File: config.mk
export PLATFORM = sky130hd
export DESIGN_NAME = nibble_burst_tx_flat
export DESIGN_NICKNAME = d
export VERILOG_FILES = /design/src/rtl/nibble_pkg.sv /design/src/rtl/nibble_burst_tx_if.sv /design/src/rtl/nibble_burst_tx_gap_timer.sv /design/src/rtl/nibble_burst_tx.sv /design/src/flat_wrapper.sv
export SDC_FILE = /design/constraint.sdc
export NUM_CORES = 1
export LEC_CHECK = 0
export ABC_AREA = 1
export CAP_MARGIN = 10
export CORE_MARGIN = 3
export CORE_UTILIZATION = 50
export CTS_CLUSTER_DIAMETER = 30
export DETAILED_ROUTE_END_ITERATION = 10
export MAX_ROUTING_LAYER = met4
export PLACE_DENSITY = 0.78
export SETUP_SLACK_MARGIN = 0.1
export SYNTH_ARGS = -nofsm -noshare
export SYNTH_HDL_FRONTEND = slang
export SYNTH_SLANG_ARGS = --single-unit
File: constraint.sdc
create_clock -name clk -period 2.4 [get_ports clk]
set_clock_uncertainty 0.2 [all_clocks]
set_input_delay 0.36 -clock clk [delete_from_list [all_inputs] [get_ports clk]]
set_output_delay 0.36 -clock clk [all_outputs]
set_load 0.02 [all_outputs]
File: src/rtl/nibble_pkg.sv
// Shared widths, limits and FSM encoding for the nibble burst transmitter
// and its accumulator counterpart.
package nibble_pkg;

  localparam int X_W     = 4;
  localparam int Y_W     = 6;
  localparam int X_MAX   = (1 << X_W) - 1;
  localparam int BEATS_W = 3;

  typedef enum logic [1:0] {
    IDLE,
    SEND,
    GAPW,
    DONE
  } state_t;

endpackage

File: src/rtl/nibble_burst_tx_if.sv
// Request and sample-stream bundle of the nibble burst transmitter.
interface nibble_burst_tx_if #(
  parameter int X_W = nibble_pkg::X_W,
  parameter int Y_W = nibble_pkg::Y_W
) ();

  logic                           start;
  logic [Y_W-1:0]                 total;
  logic [X_W-1:0]                 x;
  logic                           x_is_valid;
  logic                           busy;
  logic                           done;
  logic [nibble_pkg::BEATS_W-1:0] beats;

  modport master (
    input  start, total,
    output x, x_is_valid, busy, done, beats
  );

  modport slave (
    output start, total,
    input  x, x_is_valid, busy, done, beats
  );

endinterface

File: src/rtl/nibble_burst_tx_gap_timer.sv
// Loadable down-counter that holds the transmitter in GAPW for GAP cycles.
module gap_timer #(
  parameter int GAP = 1
) (
  input  logic clk,
  input  logic rst,
  input  logic load,
  output logic expired
);

  localparam int CW = (GAP > 1) ? $clog2(GAP) : 1;

  logic [CW-1:0] cnt_q, cnt_d;

  // Loaded with GAP-1 so expired is seen in the last gap cycle itself.
  always_comb begin
    cnt_d = cnt_q;
    if (load) begin
      cnt_d = CW'(GAP - 1);
    end else if (cnt_q != '0) begin
      cnt_d = cnt_q - 1'b1;
    end
  end

  always_ff @(posedge clk or posedge rst) begin
    if (rst) begin
      cnt_q <= '0;
    end else begin
      cnt_q <= cnt_d;
    end
  end

  assign expired = (cnt_q == '0);

endmodule

File: src/rtl/nibble_burst_tx.sv
// Splits a latched total into a greedy burst of X_MAX-limited samples whose
// sum equals the total; all outputs are registered.
module nibble_burst_tx #(
  parameter int X_W = nibble_pkg::X_W,
  parameter int Y_W = nibble_pkg::Y_W,
  parameter int GAP = 0
) (
  input  logic              clk,
  input  logic              rst,
  nibble_burst_tx_if.master bus
);

  import nibble_pkg::*;

  localparam logic [Y_W-1:0] SAMPLE_MAX = Y_W'((1 << X_W) - 1);

  state_t               state_q, state_d;
  logic [Y_W-1:0]       rem_q, rem_d;
  logic [X_W-1:0]       x_q, x_d;
  logic                 xv_q, xv_d;
  logic                 busy_q, busy_d;
  logic                 done_q, done_d;
  logic [BEATS_W-1:0]   beats_q, beats_d;
  logic [Y_W-1:0]       rem_left;
  logic                 gap_expired;

  function automatic logic [Y_W-1:0] clip(input logic [Y_W-1:0] r);
    return (r > SAMPLE_MAX) ? SAMPLE_MAX : r;
  endfunction

  // Outputs are computed one cycle ahead so that each registered beat
  // appears in the cycle its state is occupied.
  always_comb begin
    state_d  = state_q;
    rem_d    = rem_q;
    beats_d  = beats_q;
    x_d      = '0;
    xv_d     = 1'b0;
    rem_left = rem_q - Y_W'(x_q);
    case (state_q)
      IDLE: begin
        if (bus.start) begin
          rem_d   = bus.total;
          beats_d = '0;
          if (bus.total == '0) begin
            state_d = DONE;
          end else begin
            state_d = SEND;
            xv_d    = 1'b1;
            x_d     = X_W'(clip(bus.total));
          end
        end
      end
      SEND: begin
        rem_d   = rem_left;
        beats_d = beats_q + 1'b1;
        if (rem_left == '0) begin
          state_d = DONE;
        end else if (GAP > 0) begin
          state_d = GAPW;
        end else begin
          xv_d = 1'b1;
          x_d  = X_W'(clip(rem_left));
        end
      end
      GAPW: begin
        if (gap_expired) begin
          state_d = SEND;
          xv_d    = 1'b1;
          x_d     = X_W'(clip(rem_q));
        end
      end
      DONE:    state_d = IDLE;
      default: state_d = IDLE;
    endcase
    busy_d = (state_d != IDLE);
    done_d = (state_d == DONE);
  end

  always_ff @(posedge clk or posedge rst) begin
    if (rst) begin
      state_q <= IDLE;
      rem_q   <= '0;
      x_q     <= '0;
      xv_q    <= 1'b0;
      busy_q  <= 1'b0;
      done_q  <= 1'b0;
      beats_q <= '0;
    end else begin
      state_q <= state_d;
      rem_q   <= rem_d;
      x_q     <= x_d;
      xv_q    <= xv_d;
      busy_q  <= busy_d;
      done_q  <= done_d;
      beats_q <= beats_d;
    end
  end

  generate
    if (GAP > 0) begin : g_gap
      gap_timer #(
        .GAP(GAP)
      ) u_gap_timer (
        .clk     (clk),
        .rst     (rst),
        .load    (state_q == SEND),
        .expired (gap_expired)
      );
    end else begin : g_no_gap
      assign gap_expired = 1'b1;
    end
  endgenerate

  assign bus.x          = x_q;
  assign bus.x_is_valid = xv_q;
  assign bus.busy       = busy_q;
  assign bus.done       = done_q;
  assign bus.beats      = beats_q;

endmodule

File: src/flat_wrapper.sv
// flat-port wrapper written by rule: the top's interface ports become plain ports
module nibble_burst_tx_flat import nibble_pkg::*;
#(
  parameter int X_W = nibble_pkg::X_W,
  parameter int Y_W = nibble_pkg::Y_W,
  parameter int GAP = 0
)
  (clk, rst, bus_start, bus_total, bus_x, bus_x_is_valid, bus_busy, bus_done, bus_beats);
  nibble_burst_tx_if #(.X_W(X_W), .Y_W(Y_W)) bus_i ();
  input  logic clk;
  input  logic rst;
  input wire logic [$bits(bus_i.start)-1:0] bus_start;
  input wire logic [$bits(bus_i.total)-1:0] bus_total;
  output wire logic [$bits(bus_i.x)-1:0] bus_x;
  output wire logic [$bits(bus_i.x_is_valid)-1:0] bus_x_is_valid;
  output wire logic [$bits(bus_i.busy)-1:0] bus_busy;
  output wire logic [$bits(bus_i.done)-1:0] bus_done;
  output wire logic [$bits(bus_i.beats)-1:0] bus_beats;
  assign bus_i.start = bus_start;
  assign bus_i.total = bus_total;
  assign bus_x = bus_i.x;
  assign bus_x_is_valid = bus_i.x_is_valid;
  assign bus_busy = bus_i.busy;
  assign bus_done = bus_i.done;
  assign bus_beats = bus_i.beats;
  nibble_burst_tx #(.X_W(X_W), .Y_W(Y_W), .GAP(GAP)) u_core (.clk(clk), .rst(rst), .bus(bus_i));
endmodule
# Word level (Yosys, flattened, before mapping)
# Index checks and enable logic that the tools add are counted.
[word_totals] wordCells=42 inputBits=9 register_bits=18 out_inout_bits=10
[classes] n_mux=19 addsub=2 reduce_logical=6 n_eq_ne=5 n_lt_le_gt_ge=3
[op_table] cell="two-way mux 4 bit" count=6
[op_table] cell="> comparator 6 x 4 -> 1 bit (second input constant)" count=3
[op_table] cell="zero test 6 bit" count=2
[op_table] cell="one-hot mux 4 bit (3 select lines)" count=1
[op_table] cell="one-hot mux 6 bit (2 select lines)" count=1
[op_table] cell="one-hot mux 2 bit (4 select lines)" count=1
[op_table] cell="equality test 2 bit (second input constant)" count=3
[op_table] cell="two-way mux 2 bit" count=3
[op_table] cell="two-way mux 6 bit" count=1
[op_table] cell="one-hot mux 3 bit (2 select lines)" count=1
[op_table] cell="subtractor 6 x 4 -> 6 bit" count=1
[op_table] cell="nonzero test 2 bit" count=2
[op_table] cell="adder 3 x 1 -> 3 bit (second input constant)" count=1
[op_table] cell="two-way mux 1 bit" count=3
[op_table] cell="two-way mux 3 bit" count=1
[op_table] cell="one-hot mux 1 bit (3 select lines)" count=1
[op_table] cell="equality test 2 x 1 -> 1 bit (second input constant)" count=1
[op_table] cell="zero test 2 bit" count=1
[op_table] cell="!= test 2 bit (second input constant)" count=1
[op_table] cell="AND reduction 2 bit" count=1

# Logic depth before layout (Yosys ltp)
# Gate-level depths: netlist of the first run.
[logic_depth] depth_word=5 depth_mapped=13

# Least setup slack after synthesis of the first run
# Ideal clock, no wire load.
[synth_path] path_type="register to register" start="reg u_core.x_q[0] (netlist: u_core.bus.x[0])" end="reg u_core.done_q (netlist: u_core.bus.done)" n_path_buf=0 stages_incl_launch_ff=10 synth_period_minus_slack_ps=2045 arrival_time_ps=1772 setup_slack_ps=355 cell_sequence="dfrtp_1 > ha_1 > inv_1 > fa_1 > nand3b_1 > nor2_2 > nand3_2 > nand2_2 > nand2_2 > a21oi_2"
[synth_between] elab_chain_len=5
[synth_rtl] item="from (decl)" line="nibble_burst_tx.sv:19" rtl="logic [X_W-1:0] x_q, x_d;"
[synth_rtl] item="from (signal assigned)" line="nibble_burst_tx.sv:84" rtl="x_q <= '0;"
[synth_rtl] item="from (signal assigned)" line="nibble_burst_tx.sv:92" rtl="x_q <= x_d;"
[synth_rtl] item="subtractor 6 x 4 -> 6 bit" line="nibble_burst_tx.sv:39" rtl="rem_left = rem_q - Y_W'(x_q);"
[synth_rtl] item="zero test 6 bit" line="nibble_burst_tx.sv:57" rtl="if (rem_left == '0) begin"
[synth_rtl] item="two-way mux 2 bit" line="nibble_burst_tx.sv:57"
[synth_rtl] item="one-hot mux 2 bit (4 select lines)" line="nibble_burst_tx.sv:40" rtl="case (state_q)"
[synth_rtl] item="equality test 2 bit" line="nibble_burst_tx.sv:77" rtl="done_d = (state_d == DONE);"
[synth_rtl] item="named net u_core.done_d" line="nibble_burst_tx.sv:22" rtl="logic done_q, done_d;"
[synth_rtl] item="to (signal assigned)" line="nibble_burst_tx.sv:95" rtl="done_q <= done_d;"
[synth_rtl] item="to (decl)" line="nibble_burst_tx.sv:22"
# The timed path passes the listed nets, and every way through them passes these cells.
# A chain may end at the register's enable or synchronous reset.

# Worst setup path after layout of the first run
# Same ends and word-level chain as after synthesis.

==> results of run 1 <==
==> power breakdown <==
part / internal [µW] / switching, µW / leakage, µW
Clock: 58.4 / 90.7 / 0.0000138
Sequential: 454 / 115 / 0.000212
Combinational: 678 / 982 / 0.000468
Total: 1190 / 1190 / 0.000694
==> synth_stat cells (all sizes together) <==
library cell | count | area share
xnor2 | 1 | 0.0072
o22ai | 1 | 0.0052
buf | 3 | 0.023
fa | 1 | 0.017
a211oi | 1 | 0.0062
o221a | 1 | 0.0093
clkinv | 1 | 0.0031
nand3 | 7 | 0.045
inv | 22 | 0.068
nand4 | 1 | 0.0052
a21oi | 19 | 0.082
nand3b | 1 | 0.0062
o21ai | 9 | 0.037
nor3 | 4 | 0.017
or2 | 2 | 0.010
ha | 9 | 0.093
dfrtp | 18 | 0.37
o211ai | 1 | 0.0062
a31oi | 2 | 0.010
nand2 | 27 | 0.10
nor2 | 15 | 0.057
xor2 | 2 | 0.021
==> worst max path at each step <==
stage / depth (start not counted) / to / slack [ps] / startpoint
after global placement: 11 / u_core.bus.done / 250 / u_core.rem_q[0]
after floorplan: 9 / u_core.bus.done / 350 / u_core.bus.x[0]
after global routing: 11 / u_core.bus.done / 70 / u_core.rem_q[0]
after CTS: 11 / u_core.bus.done / 150 / u_core.rem_q[0]
after detailed placement: 11 / u_core.bus.done / 190 / u_core.rem_q[0]
final: 9 / u_core.bus.done / 230 / u_core.bus.x[0]
==> per-layer routing <==
layer  global-route usage  up-vias  wire length [µm]
met4              0.09722        0                91
li1                     -      522                 -
met1               0.2182      481              1130
met2               0.3277       30              1357
met5                    -        -                 0
met3              0.03271       14                76
==> metrics by stage <==
| stage | instances | util | area [µm²] |
|---|---|---|---|
| 4_1_cts | 195 | 0.6337 | 1429 |
| 5_1_grt | 195 | 0.6398 | 1443 |
| 6_report | 195 | 0.6398 | 1443 |
| 3_3_place_gp | 192 | 0.6238 | 1406 |
| 3_5_place_dp | 192 | 0.6238 | 1406 |
| 2_1_floorplan | 148 | - | 1211 |
==> timing repair <==
action                                  CTS  global route
endpoints found under the setup margin    0             6
resized for setup                         0             3
hold buffers                              0             0
==> registers in the layout, summed over array words and instances (netlist names) <==
name                   cells
u_core.bus.beats           3
u_core.bus.done            1
u_core.bus.x_is_valid      1
u_core.rem_q               6
u_core.state_q             2
u_core.bus.x               4
u_core.bus.busy            1
==> layout make-up <==
cell class	count	area share
Timing Repair Buffer	19	0.1301
Multi-Input combinational cell	104	0.4579
Tap cell	28	0.02428
Clock buffer	3	0.01561
Inverter	23	0.05984
Sequential cell	18	0.3122
==> cell families (layout without fill, tap and decap cells) <==
family,count (synthesis),in the layout,synth area share
adders and majority gates,10,10,0.1095
buffers and inverters,26,45,0.09399
and+or+nand+nor,57,57,0.2407
AOI/OAI and AO/OA,34,34,0.1560
DFF,18,18,0.3719
xor gates and xnor gates,3,3,0.02790
==> worst max-delay path: stages, from the launching register on <==
cell and delay (ps):
sky130_fd_sc_hd__dfrtp_1 400, sky130_fd_sc_hd__ha_1 190, sky130_fd_sc_hd__inv_1 140, sky130_fd_sc_hd__fa_2 480
sky130_fd_sc_hd__nand3b_1 190, sky130_fd_sc_hd__nor2_2 130, sky130_fd_sc_hd__nand3_2 100, sky130_fd_sc_hd__nand2_2 70
sky130_fd_sc_hd__nand2_2 60, sky130_fd_sc_hd__a21oi_2 120
==> reports/qor.log, run 1 <==
qor: synth.synth_cell_type_count 31
qor: timing.timing_hold_violations_final 0
qor: die.design.core.area 2255 µm²
qor: synth.synth_area_per_cell 8.184 µm²
qor: routing.routed_wire_length_per_instance 13.62 µm
qor: cells_and_area.layout.cells.most_common sky130_fd_sc_hd__nand2_1
qor: cells_and_area.multi_input_gate_area 660.6 µm²
qor: status.status finished clean
qor: routing.routed_via_density 5.369
qor: grt.grt_first_pass_wirelength 4698 µm
qor: power.power.leakage 0.0006937 µW
qor: routing.drc 0
qor: cts.tritoncts yes
qor: die.die_w 55.22 µm
qor: cts.cts-buffers-inserted 3
qor: timing.maxSlewViolCount 0
qor: power.powerDensity 1648 nW/µm²
qor: cells_and_area.seq_area 450.4 µm²
qor: grt.grt.total_usage 0.1932
qor: hold_path.hp-class input pin to async pin
qor: timing.setup_tns 0 ps
qor: timing.layout_min_cycle_time 2175 ps
qor: placement.pre_cts_slack 192.6 ps
qor: cts.cts-root-buf sky130_fd_sc_hd__clkbuf_4
qor: routing.via_count 1047
qor: die.placementRows 17
qor: critical_path.timing.rr.end u_core.bus.done
qor: placement.finalWeightedCongestion 0.9066
qor: critical_path.worst_ep_arrival_time 2200 ps
qor: die.die_area 3049 µm²
qor: power.worst_vdd_drop 914.8 µV
qor: synth.ys_seq_elements 18
qor: cells_and_area.finalNetCount 188
qor: cts.cts_max_level 1
qor: synth.synthesis_warnings 0
qor: timing.achievable-frequency 459.8 MHz
qor: synth.synth-seq-area-share 0.3719
qor: grt.grt_pass1_vias 1131
qor: critical_path.endpoint_kind flip-flop
qor: synth.mappedNetlistArea 1211 µm²
qor: critical_path.worst-setup-path-type flip-flop to flip-flop
qor: critical_path.reg2reg_setup_slack 230 ps
qor: cells_and_area.leading_cell_types_in_the_layout_fill_and_taps_excluded sky130_fd_sc_hd__nand2_1 (19), sky130_fd_sc_hd__inv_1 (18), sky130_fd_sc_hd__clkdlybuf4s50_1 (18), sky130_fd_sc_hd__dfrtp_1 (18), sky130_fd_sc_hd__a21oi_1 (17)
qor: cts.clock_sinks 18
qor: cts.cts.reportedPaths.clkPinSlew 100 ps
qor: timing.worst_pin_slew 668.4 ps
qor: timing.worst_slew_margin_rel 0.5539
qor: critical_path.startpoint_type flip-flop
qor: die.floorplan.io_pins 19
qor: grt.pin_count_of_the_biggest_net_entering_global_routing 19
qor: timing.final_min_period_over_clock_period 0.9061
qor: cells_and_area.fill_cells 211
qor: cts.buffers_from_clock_root_to_sink_at_most 2
qor: cells_and_area.antenna_cells 0
qor: placement.port_buffers 18
qor: cells_and_area.synthToLayoutAreaGrowth 19.11%
qor: grt.globalRouteOverflowTotal 0
qor: die.initial_util 0.5372
qor: routing.dr.first_iter.drc_count 20
qor: critical_path.worstPathRequired 2420 ps
qor: critical_path.timing.rr.start u_core.bus.x[0]
qor: critical_path.crit_fanout 3
qor: flow_run.cap_viol_max_count 0
qor: synth.synth_cells 148
qor: routing.totalWireLength 2655 µm
qor: routing.drt.antenna.violating_nets 0
qor: timing.finalWorstSetupSlack 225.3 ps
qor: power.fin_total_pwr 2378 µW
qor: cts.cts_post_setup_buffers_inserted 0
qor: timing.setup_repair_after_global_routing_missed_its_margin yes
qor: die.die_height 55.22 µm
qor: critical_path.r2r_cells 9
qor: timing.fin_hold_ws 246.1 ps
qor: routing.drt_pre_antenna_iters 4
qor: grt.number_of_antenna_violations_at_the_first_check_in_global_routing 0
qor: timing.number_of_endpoints_failing_setup_at_the_final_stage 0
qor: placement.placed_wire_length_estimate 2079 µm
qor: synth.syn-num-nets 167
qor: cells_and_area.drive_gt1_frac 0.1737
qor: cts.clk-insertion-delay-late 300 ps
No activity file was read; power rests on OpenSTA's default activity.
==> run 2: changes to the inputs <==
Settings changed: SYNTH_HIERARCHICAL set to 1.
Clock period 2.4 ns to 2.55 ns, I/O delays scaled along.
==> run 2 against run 1 <==
  * Combinational power fell by 4%
  * Register-to-register slack improved by 190 ps
  * Worst setup slack improved by 190 ps
  * Die area rose by 1.8%
  * Largest power group unchanged
==> reports/qor.log, run 2 <==
qor: status.status finished clean
qor: cts.tritoncts yes
qor: grt.grt.total_usage 0.1802
qor: synth.synth.largest_area_cell sky130_fd_sc_hd__dfrtp_1
qor: routing.routed_wire_length_per_instance 11.94 µm
qor: cells_and_area.multi_input_gate_area 649.4 µm²
qor: grt.pin_count_of_the_biggest_net_entering_global_routing 19
qor: synth.synthTopCellsByArea sky130_fd_sc_hd__dfrtp_1 (36%), sky130_fd_sc_hd__ha_1 (9.1%), sky130_fd_sc_hd__inv_1 (9.1%)
qor: synth.synth_cell_type_count 27
qor: critical_path.worst-setup-path-type flip-flop to flip-flop
qor: routing.drt_pre_antenna_iters 4
qor: routing.drc 0
qor: routing.routed_via_density 5.218
qor: timing.achievable-frequency 468.8 MHz
qor: cells_and_area.fill_cells 193
qor: hold_path.hp-class input pin to async pin
qor: synth.synth-edff-count 0
qor: routing.totalWireLength 2520 µm
qor: power.switchingPower 1144 µW
qor: cells_and_area.largest_reg_flops 6
qor: power.p_seq_frac 0.237
qor: synth.postSynth.topFlopCell sky130_fd_sc_hd__dfrtp_1
qor: critical_path.worstPathRequired 2530 ps
qor: synth.mappedNetlistArea 1236 µm²
qor: timing.worst_slew_margin_rel 0.5494
qor: timing.worst_pin_slew 675.1 ps
qor: synth.syn-num-nets 182
qor: timing.setup_repair_after_global_routing_missed_its_margin no
qor: grt.grt_first_pass_wirelength 4450 µm
qor: die.initial_util 0.5432
qor: cts.cts-root-buf sky130_fd_sc_hd__clkbuf_4
qor: synth.synth_area_per_cell 7.584 µm²
qor: die.die_height 55.72 µm
qor: timing.layout_min_cycle_time 2133 ps
qor: die.die_w 55.72 µm
qor: critical_path.crit_fanout 3
qor: routing.drt.antenna.violating_nets 0
qor: grt.number_of_antenna_violations_at_the_first_check_in_global_routing 0
qor: synth.synthesis_warnings 6
qor: power.internal_power 1112 µW
qor: synth.ys_seq_elements 18
qor: timing.setup_tns 0 ps
qor: die.floorplan.io_pins 19
qor: routing.dr.first_iter.drc_count 30
qor: synth.synth-seq-area-share 0.3644
qor: cts.cts_max_level 1
qor: timing.maxSlewViolCount 0
qor: die.die_area 3105 µm²
qor: cts.cts-buffers-inserted 3
qor: cts.cts_repair_resize_count 0
qor: power.power.leakage 0.0007525 µW
qor: critical_path.endpoint_kind flip-flop
qor: cells_and_area.drive_gt1_frac 0.1148
qor: cells_and_area.finalNetCount 204
qor: synth.async_flop_share 1.000
qor: cts.clk-insertion-delay-late 280 ps
qor: timing.timing_hold_violations_final 0
qor: power.clkPwrFrac 0.059
qor: cells_and_area.leading_cell_types_in_the_layout_fill_and_taps_excluded sky130_fd_sc_hd__inv_1 (30), sky130_fd_sc_hd__nand2_1 (30), sky130_fd_sc_hd__clkdlybuf4s50_1 (18), sky130_fd_sc_hd__dfrtp_1 (18)
qor: flow_run.cap_viol_max_count 0
qor: synth.synth_cells 163
qor: cts.cts_hold_repair.buffers 0
qor: cts.clock_sinks 18
qor: cells_and_area.largest-register u_core/rem_q
qor: die.design.core.area 2276 µm²
qor: cells_and_area.seq_area 450.4 µm²
qor: die.placementRows 17
qor: placement.pre_cts_slack 433.0 ps
qor: critical_path.worst_ep_arrival_time 2110 ps
qor: timing.finalWorstSetupSlack 416.9 ps
qor: cts.cts_post_setup_buffers_inserted 0
qor: placement.port_buffers 18
qor: power.worst_vdd_drop 967.9 µV
qor: routing.via_count 1101
qor: critical_path.startpoint_type flip-flop
qor: cts.cts.reportedPaths.clkPinSlew 90 ps
qor: placement.placed_wire_length_estimate 2137 µm
qor: power.switching_share 0.5069
qor: power.comb_power_share 0.704
qor: synth.synthTopCellsByCount sky130_fd_sc_hd__inv_1 (30), sky130_fd_sc_hd__nand2_1 (30), sky130_fd_sc_hd__dfrtp_1 (18)
qor: synth.synth.top_cell.area_share 0.3644
qor: grt.grt_pass1_vias 1066
qor: grt.globalRouteOverflowTotal 0
qor: timing.final_min_period_over_clock_period 0.8365
qor: cts.buffers_from_clock_root_to_sink_at_most 2
qor: placement.finalWeightedCongestion 0.9325
qor: power.powerDensity 1540 nW/µm²
qor: cells_and_area.antenna_cells 0
qor: timing.number_of_endpoints_failing_setup_at_the_final_stage 0
qor: cells_and_area.synthToLayoutAreaGrowth 18.52%
[run 2: changes by cell type after synthesis, moves of 3 or more]
cell	before	now
sky130_fd_sc_hd__nor2_1	12	9
sky130_fd_sc_hd__inv_1	18	30
sky130_fd_sc_hd__nand2_1	19	30
sky130_fd_sc_hd__a21oi_1	18	14
sky130_fd_sc_hd__nand3_1	3	14
sky130_fd_sc_hd__nand3_2	4	1
[run 2: path summary, 6_finish.rpt]
kind,cells past startpoint,startpoint,slack [ps],endpoint
min in group clk,2,u_core/bus.beats[1],350,u_core/bus.beats[1]
max,12,u_core/rem_q[0],420,u_core/bus.x[2]
min reg2reg,2,u_core/bus.beats[1],350,u_core/bus.beats[1]
max in group asynchronous,2,rst,1410,u_core/rem_q[2]
min,2,rst,310,u_core/state_q[1]
max reg2reg,12,u_core/rem_q[0],420,u_core/bus.x[2]
[run 2: power by group through the flow]
stage          logic [µW]  registers [µW]  clock network, µW
6_report             1590             535                133
3_3_place_gp         1550             531                  0
2_1_floorplan        1120             610                  0
4_1_cts              1600             535                139
3_5_place_dp         1590             542                  0
5_1_grt              1820             552                148
[run 2: worst max-delay path, cell delays in order, from the launching register on]
cell                      delay (ps)
sky130_fd_sc_hd__dfrtp_1         390
sky130_fd_sc_hd__inv_1            90
sky130_fd_sc_hd__ha_1            140
sky130_fd_sc_hd__inv_1            70
sky130_fd_sc_hd__fa_1            410
sky130_fd_sc_hd__nand3_1         130
sky130_fd_sc_hd__nand2_1          60
sky130_fd_sc_hd__nand2_1          60
sky130_fd_sc_hd__nand2_1          90
sky130_fd_sc_hd__inv_1            80
sky130_fd_sc_hd__a21oi_1          70
sky130_fd_sc_hd__o21ai_0         180
sky130_fd_sc_hd__inv_1            50
[run 2: routing by layer]
metal / part of all wire / vias up / track usage / wire (µm)
met3: 0.042 / 4 / 0.02088 / 106
met1: 0.44 / 497 / 0.2085 / 1099
li1: - / 570 / - / -
met2: 0.51 / 30 / 0.3260 / 1289
met5: 0 / - / - / 0
met4: 0.0091 / 0 / 0.05208 / 23
[run 2: logic make-up after synthesis]
family                   synth area share
AO/OA/AOI/OAI                      0.1528
adder cells (fa/ha/maj)            0.1073
buffers and inverters              0.1103
flip-flops                         0.3644
AND/OR/NAND/NOR                    0.2652
[run 2: through the flow]
step                      hold slack [ps]  area [µm²]  utilization  total power, µW  std cells
after global routing                344.3        1465       0.6438             2524        211
after detailed placement            333.1        1443       0.6339             2133        208
after CTS                           332.1        1465       0.6438             2273        211
after global placement              303.9        1443       0.6339             2083        208
final                               307.6        1465       0.6438             2256        211
after floorplan                     121.1        1236            -             1730        163
[run 2: layout make-up]
type / count / area share
repair buffers: 19 / 0.1281
multi-input cells: 111 / 0.4432
clock buffers: 3 / 0.01537
well taps: 28 / 0.02391
flip-flops and latches: 18 / 0.3074
inverters: 32 / 0.08198
